<file path="src/rtl/id_decode_sequencer.sv">
// ID-stage decode sequencer: fetch handshake, one-shot decoder start, watchdog-guarded
// wait for decode completion, and execute-side handshake, with stall, flush and abort control.
module id_decode_sequencer #(
    parameter int TIMEOUT_CYCLES = 15
) (
    input  logic        soc_clk,
    input  logic        ID_reset,
    input  logic        ID_stall,
    input  logic        ID_flush,
    input  logic        fetch_valid,
    input  logic [31:0] fetch_instr,
    output logic        fetch_ready,
    output logic        dec_start,
    output logic [31:0] dec_instr,
    output logic        dec_abort,
    input  logic        dec_done,
    input  logic        dec_invalid,
    output logic        ex_valid,
    input  logic        ex_ready,
    output logic        ex_invalid,
    output logic        timeout_err,
    output logic [15:0] instr_count
);

    typedef enum logic [1:0] {
        IDLE  = 2'd0,
        ISSUE = 2'd1,
        WAIT  = 2'd2,
        HOLD  = 2'd3
    } state_t;

    localparam logic [7:0] WD_LAST = 8'(TIMEOUT_CYCLES - 1);

    state_t      state_r;
    logic [7:0]  wd_cnt_r;
    logic [31:0] instr_r;
    logic        ex_invalid_r;
    logic        timeout_err_r;
    logic [15:0] count_r;

    logic        run_s;
    logic        fetch_ready_s;
    logic        dec_start_s;
    logic        dec_abort_s;
    logic        ex_valid_s;
    logic        ex_hs_s;
    logic        fetch_hs_s;

    // Handshake strobes decoded from the registered state; flush and stall both mask them.
    always_comb begin
        run_s         = !ID_flush && !ID_stall;
        fetch_ready_s = 1'b0;
        dec_start_s   = 1'b0;
        dec_abort_s   = 1'b0;
        ex_valid_s    = 1'b0;
        case (state_r)
            IDLE: begin
                fetch_ready_s = run_s;
            end
            ISSUE: begin
                dec_start_s = run_s;
                dec_abort_s = ID_flush;
            end
            WAIT: begin
                dec_abort_s = ID_flush;
            end
            HOLD: begin
                ex_valid_s    = run_s;
                fetch_ready_s = run_s && ex_ready;
            end
            default: begin
                fetch_ready_s = 1'b0;
            end
        endcase
        ex_hs_s    = ex_valid_s && ex_ready;
        fetch_hs_s = fetch_ready_s && fetch_valid;
    end

    // Sequencer FSM with watchdog, captured instruction, result flags and handshake counter.
    always_ff @(posedge soc_clk or posedge ID_reset) begin
        if (ID_reset) begin
            state_r       <= IDLE;
            wd_cnt_r      <= 8'd0;
            instr_r       <= 32'd0;
            ex_invalid_r  <= 1'b0;
            timeout_err_r <= 1'b0;
            count_r       <= 16'd0;
        end else if (ID_flush) begin
            state_r      <= IDLE;
            wd_cnt_r     <= 8'd0;
            ex_invalid_r <= 1'b0;
        end else if (!ID_stall) begin
            if (ex_hs_s) begin
                count_r <= count_r + 16'd1;
            end
            if (fetch_hs_s) begin
                instr_r <= fetch_instr;
            end
            case (state_r)
                IDLE: begin
                    if (fetch_hs_s) begin
                        state_r <= ISSUE;
                    end
                end
                ISSUE: begin
                    wd_cnt_r <= 8'd0;
                    state_r  <= WAIT;
                end
                WAIT: begin
                    // A completion in the watchdog's last cycle still counts as a real result.
                    if (dec_done) begin
                        ex_invalid_r <= dec_invalid;
                        state_r      <= HOLD;
                    end else if (wd_cnt_r == WD_LAST) begin
                        ex_invalid_r  <= 1'b1;
                        timeout_err_r <= 1'b1;
                        state_r       <= HOLD;
                    end else begin
                        wd_cnt_r <= wd_cnt_r + 8'd1;
                    end
                end
                HOLD: begin
                    if (ex_ready) begin
                        state_r <= fetch_valid ? ISSUE : IDLE;
                    end
                end
                default: begin
                    state_r <= IDLE;
                end
            endcase
        end
    end

    assign fetch_ready = fetch_ready_s;
    assign dec_start   = dec_start_s;
    assign dec_abort   = dec_abort_s;
    assign ex_valid    = ex_valid_s;
    assign dec_instr   = instr_r;
    assign ex_invalid  = ex_invalid_r;
    assign timeout_err = timeout_err_r;
    assign instr_count = count_r;

endmodule
</file>
<file path="config.mk">
export PLATFORM = sky130hd
export DESIGN_NAME = id_decode_sequencer
export DESIGN_NICKNAME = d
export VERILOG_FILES = /design/src/rtl/id_decode_sequencer.sv
export SDC_FILE = /design/constraint.sdc
export NUM_CORES = 1
export LEC_CHECK = 0
export ABC_AREA = 1
export CORE_MARGIN = 2
export CORE_UTILIZATION = 50
export CTS_CLUSTER_DIAMETER = 60
export DETAILED_ROUTE_END_ITERATION = 8
export GPL_TIMING_DRIVEN = 0
export PLACE_DENSITY = 0.91
export SYNTH_ARGS = -nofsm -noshare
export SYNTH_HDL_FRONTEND = slang
export SYNTH_SLANG_ARGS = --single-unit
</file>
<file path="constraint.sdc">
create_clock -name soc_clk -period 3.55 [get_ports soc_clk]
set_input_delay 0.71 -clock soc_clk [delete_from_list [all_inputs] [get_ports soc_clk]]
set_output_delay 0.71 -clock soc_clk [all_outputs]
set_load 0.02 [all_outputs]
</file>
==> results of run 1 <==
==> power by group <==
part	internal [W]	total (W)	switching [W]
clock	0.000285	0.000546	0.000262
combinational	0.000640	0.00124	0.000600
sequential	0.000902	0.00104	0.000140
==> Yosys cell counts (all sizes together) <==
master,n
ha,7
nand2,61
nor3,4
mux2,32
o21bai,1
clkbuf,1
nand3,19
xnor2,5
a31o,1
buf,6
a21oi,4
o21ai,12
nand4,14
dfrtp,60
nor2,20
inv,31
xor2,8
nor3b,1
nor4,1
o211ai,1
or2,1
==> sequential cells by signal, indices dropped and copies added (netlist names) <==
name / cells
timeout_err: 1
state_r: 2
instr_count: 16
wd_cnt_r: 8
ex_invalid: 1
dec_instr: 32
==> layout make-up <==
cell class              instances  area share (%)
inverters                      31            2.82
well taps                      72            2.18
flip-flops and latches         60            36.4
plain buffers                   7            1.42
multi-input cells             192            30.1
clock buffers                  11            3.67
clock inverters                 4           0.606
repair buffers                 93            22.8
==> layer usage <==
metal  wire, um  vias up
li1           -     1162
met1       2720     1188
met2       3520       99
met3        497        9
met4        109        0
met5          0        -
==> cells by family (layout without fill, tap and decap cells) <==
family / Yosys count / in the layout / share of synthesized area (%)
adders and majority gates: 7 / 7 / 3.00
DFF: 60 / 60 / 51.4
and+or+nand+nor: 121 / 121 / 19.4
AOI/OAI and AO/OA: 19 / 19 / 3.56
muxes: 32 / 32 / 12.7
xor gates and xnor gates: 13 / 13 / 3.90
buffers and inverters: 38 / 146 / 6.00
==> worst max-delay path by stage <==
stage                   end  slack, ps
2_1_floorplan  dec_instr[0]       1360
3_3_place_gp     ex_invalid        310
3_5_place_dp    fetch_ready        540
4_1_cts         fetch_ready        520
5_1_grt         fetch_ready        440
6_report        fetch_ready        530
==> critical path: cells and delay by family <==
kind / cells / cell delay (ps)
compound gates: 1 / 170
buf+inv: 2 / 1110
simple gates: 2 / 320
==> stage by stage <==
stage	utilization (%)	cell area [um^2]	power (W)
2_1_floorplan	-	2920	0.00170
3_3_place_gp	70.5	3930	0.00223
3_5_place_dp	70.9	3950	0.00230
4_1_cts	74.1	4130	0.00286
5_1_grt	74.1	4130	0.00298
6_report	74.1	4130	0.00283
==> results.md, run 1 <==
* Worst setup EP type: primary output
* Antenna viol nets, final at 0
* Layout cell share with drive strength beyond 1 at 15.3%
* Most area-hungry cell type in the Yosys netlist: dfrtp_1
* Nets at between 400 and 500
* Site row count at 27
* Num CTS Buffers at 9
* Initial antenna violation count at 0
* Total congestion overflow at 0
* Setup bufs post-CTS at 0
* Top cell type's share of synthesized area at between 50% and 60%
* Hold Path Stages at 1
* Critical path startpoint category: primary input
* DIE HEIGHT at 80.4 um
* CTS tree: yes
* Critical path type: primary input to primary output
* Synth Warn # at 0
* Critical path required time at 2840 ps
* Vias in the first global route at about 2400
* Grt met3 use at about 5.3%
* Power per cell area at about 690 nW/um^2
* Ranking of synthesized cells by area: dfrtp_1 51%, mux2_2 11%, nand2_1 7.7%, inv_1 4.0%, ha_1 3.0%
* Setup Slack @ Placement at about 540 ps
* Core area at approximately 5600 um^2
* Max Fclk at 331 MHz
* Critical-path cell list: clkdlybuf4s50_1, nor2_4, nand3_4, a21oi_1, clkdlybuf4s50_1
* Die area at 6470 um^2
* Post-Syn Nets at about 340
* Mapped Area at about 2900 um^2
* RSZ-0062 raised after global routing: false
* Worst R2R Path Depth at 9
* GRT met2 Usage at roughly two fifths
* RePlAce Congestion at roughly 0.84
* Clock sinks at 60
* Cell variety after synth at 26
* Clock Skew at 4.88 ps
* Tcrit/Tclk final at a little under nine tenths
* FF/Latch Area at ~1500 um^2
* Initial DRC count at between 100 and 150
* Final hold violations at 0
* Max VDD drop at between 0.3 and 0.4 mV
* Cell mode on critical path: clkdlybuf4s50_1
* GRT Overall Usage at ~23%
* Synth Area per Inst at between 10 and 15 um^2
* Fill cell count at 394
* Placed Cells at about 460
* Most frequent cells in the layout: 92 x clkdlybuf4s50_1, 60 x nand2_1, 60 x dfrtp_1
* Post_cts resized at 0
* Hold Crit Class: register to register
* Hold_buf cts at 0
* Status: finished clean
* Boundary Pins at 94
* CP max-delay cell: clkdlybuf4s50_1
* Gr busiest metal: met2
* Fin crit period at 3020 ps
* Critical path fanouts, max at 9
* DRC viols at 0
* Detail Placement HPWL at around 5 mm
* #FFs+latches synth at 60
* Finish-stage setup viols at 0
* ANT cells at 0
* Fin. max-slew vios at 0
* Reg2reg setup slack at ~1500 ps
* Crit path largest cell delay at 620 ps
* Non-Filler Instances at between 400 and 500
* Worst r2r dst: wd_cnt_r[0]
* Sequential area share after synthesis at between 50% and 60%
* Multi-input gate area at 1240 um^2
* Initial Util at between 50% and 60%
* MaxCap Viol Count at 0
* Die width at slightly above 80 um
* Setup TNS at 0 ps
* # H-tree levels at 3
* DR vias/cell at 5.23
* Worst Hold Path EP: timeout_err
* Setup crit start: ID_stall
* WHS at 485 ps
* Via count at 2458
* Port buffer count at 92
* Leakage at 1.88 nW
* First-pass DRT Iterations at 4
* Largest net degree at the start of global routing at 37
* Hold_sp: timeout_err
* CTS root buffer: clkbuf_8
* Synth Instances at 290
* Reg clk slew, reported paths at around 60 ps
* DR WL/cell at around 15 um
* Worst Max-Slew Pin Slew at around 570 ps
* Maximum clock insertion buffer count at 2
* Area Overhead vs Synth at 41.3%
* Clk_lat worst skew at about 330 ps
* First-pass GRT wire length at around 11 mm
* Critical path arrival at about 2300 ps
* Final setup margin at 530 ps
* Worst slew margin at between 60% and 70%
* Commonest non-fill, non-tap cell in the layout: clkdlybuf4s50_1
* GRT met1 Usage at about a quarter
* Reg-to-reg startpoint: state_r[0]
* Wirelength, routed at approximately 6.8 mm
(Power assumes the default switching activity.)
==> inputs of run 2 (changes only) <==
CORE_ASPECT_RATIO = 2   (was not set)
CORE_MARGIN = 1   (was 2)
SKIP_CTS_REPAIR_TIMING = 1   (was not set)
==> run 2 against run 1 <==
Against the previous run:
- critical path depth unchanged
- register-to-register slack lost 100 ps
- global-route usage up 2.0 points
- core utilization grew 0.86 points
- critical path type unchanged
==> results.md, run 2 (synthesized netlist as in run 1, its figures left out) <==
* Status: finished clean
* Detail Placement HPWL at between 5 and 6 mm
* Fin. max-slew vios at 0
* Clk_lat worst skew at roughly 330 ps
* Nets at 441
* Fin crit period at 3050 ps
* Clock sinks at 60
* Hold Path Stages at 1
* # H-tree levels at 3
* Critical path startpoint category: primary input
* First-pass DRT Iterations at 4
* Port buffer count at 92
* Final hold violations at 0
* MaxCap Viol Count at 0
* Final core utilization at about 75%
* Worst setup EP type: primary output
* Critical path required time at around 2800 ps
* Reg2reg setup slack at around 1400 ps
* CTS tree: yes
* Layout cell share with drive strength beyond 1 at 15.5%
* Core area at around 5700 um^2
* Commonest non-fill, non-tap cell in the layout: clkdlybuf4s50_1
* Max Fclk at 328 MHz
* Tcrit/Tclk final at a little under nine tenths
* Hold Crit Class: register to register
* Setup TNS at 0 ps
* Maximum clock insertion buffer count at 2
* Initial Util at 51.6%
* Vias in the first global route at 2446
* Largest register FFs at 32
* Most frequent cells in the layout: 92 x clkdlybuf4s50_1, 60 x nand2_1, 60 x dfrtp_1
* DR vias/cell at between 5 and 6
* Boundary Pins at 94
* Setup Slack @ Placement at between 500 and 600 ps
* Antenna viol nets, final at 0
* Non-Filler Instances at 460
* Total congestion overflow at 0
* DR WL/cell at approximately 16 um
* Final setup margin at between 500 and 600 ps
* Critical path type: primary input to primary output
* Reg clk slew, reported paths at about 50 ps
* Worst slew margin at about 49%
* DRC viols at 0
* Site row count at 39
* RePlAce Congestion at about 0.87
* Largest net degree at the start of global routing at 37
* Area Overhead vs Synth at 45.2%
* RSZ-0062 raised after global routing: false
* Worst Max-Slew Pin Slew at slightly below 800 ps
* DIE HEIGHT at 110 um
* Power per cell area at about 750 nW/um^2
* Critical path fanouts, max at 9
* GRT Overall Usage at 24.6%
* Die width at about 56 um
* Critical path arrival at 2340 ps
* Fill cell count at approximately 400
* Placed Cells at approximately 440
* CTS root buffer: clkbuf_16
* Die area at approximately 6200 um^2
* Initial antenna violation count at 0
* First-pass GRT wire length at roughly 11 mm
* Worst R2R Path Depth at 9
* Num CTS Buffers at 9
* Initial DRC count at between 70 and 80
* Leakage at 1.94 nW
* Wirelength, routed at ~7 mm
* ANT cells at 0
* Finish-stage setup viols at 0
* Via count at 2418
* Clock Skew at between 5 and 6 ps
* Max VDD drop at 0.800 mV
run 2: cell count changes in the layout (fill, tap and decap cells not counted):
cell / before / now
bufinv_16: 0 / 1
clkbuf_16: 0 / 9
clkbuf_8: 11 / 1
clkinv_4: 0 / 1
run 2: worst max-delay path, cell delays in order:
cell and delay [ps]:
clkdlybuf4s50_1 480, nor2_4 160, nand3_4 170, a21oi_1 190, clkdlybuf4s50_1 630
run 2: power breakdown:
part	internal, W	switching, W
Combinational	0.000640	0.000612
Clock	0.000560	0.000310
Sequential	0.000903	0.000140
Total	0.00210	0.00106
run 2: routing by layer:
layer	track usage, %	vias to the layer above	wire (um)
met5	0	-	0
met4	14.8	0	345
met3	5.02	27	283
met2	46.5	83	4170
met1	24.2	1138	2370
li1	-	1170	-
run 2: layout make-up:
type	count	area (um^2)	area share, %
Clock buffer	10	239	5.64
Timing Repair Buffer	93	941	22.2
Buffer	7	58.8	1.39
Tap cell	61	76.3	1.80
Multi-Input combinational cell	192	1240	29.3
Sequential cell	60	1500	35.4
Inverter	31	116	2.74
Clock inverter	6	63.8	1.50
run 2: per-stage QoR:
stage | instance area [um^2] | total power, W | hold WS (ps)
CTS | 4240 | 0.00319 | 504
floorplan | 2920 | 0.00170 | 475
global placement | 3920 | 0.00224 | 479
finish | 4240 | 0.00317 | 500
global route | 4240 | 0.00332 | 515
detailed placement | 3940 | 0.00230 | 492
run 2: path summary, 6_finish.rpt:
path | from | end
setup reg to reg | state_r[0] | wd_cnt_r[1]
setup / recovery | ID_stall | fetch_ready
hold / removal | dec_instr[28] | dec_instr[28]
hold reg to reg | dec_instr[28] | dec_instr[28]
max in group asynchronous | ID_reset | instr_count[6]
min in group asynchronous | ID_reset | dec_instr[24]
==> inputs of run 3 (changes only) <==
TNS_END_PERCENT = 50   (was not set)
==> results of run 3 <==
No change in the layout: final DEF, timing and power equal those of run 2.
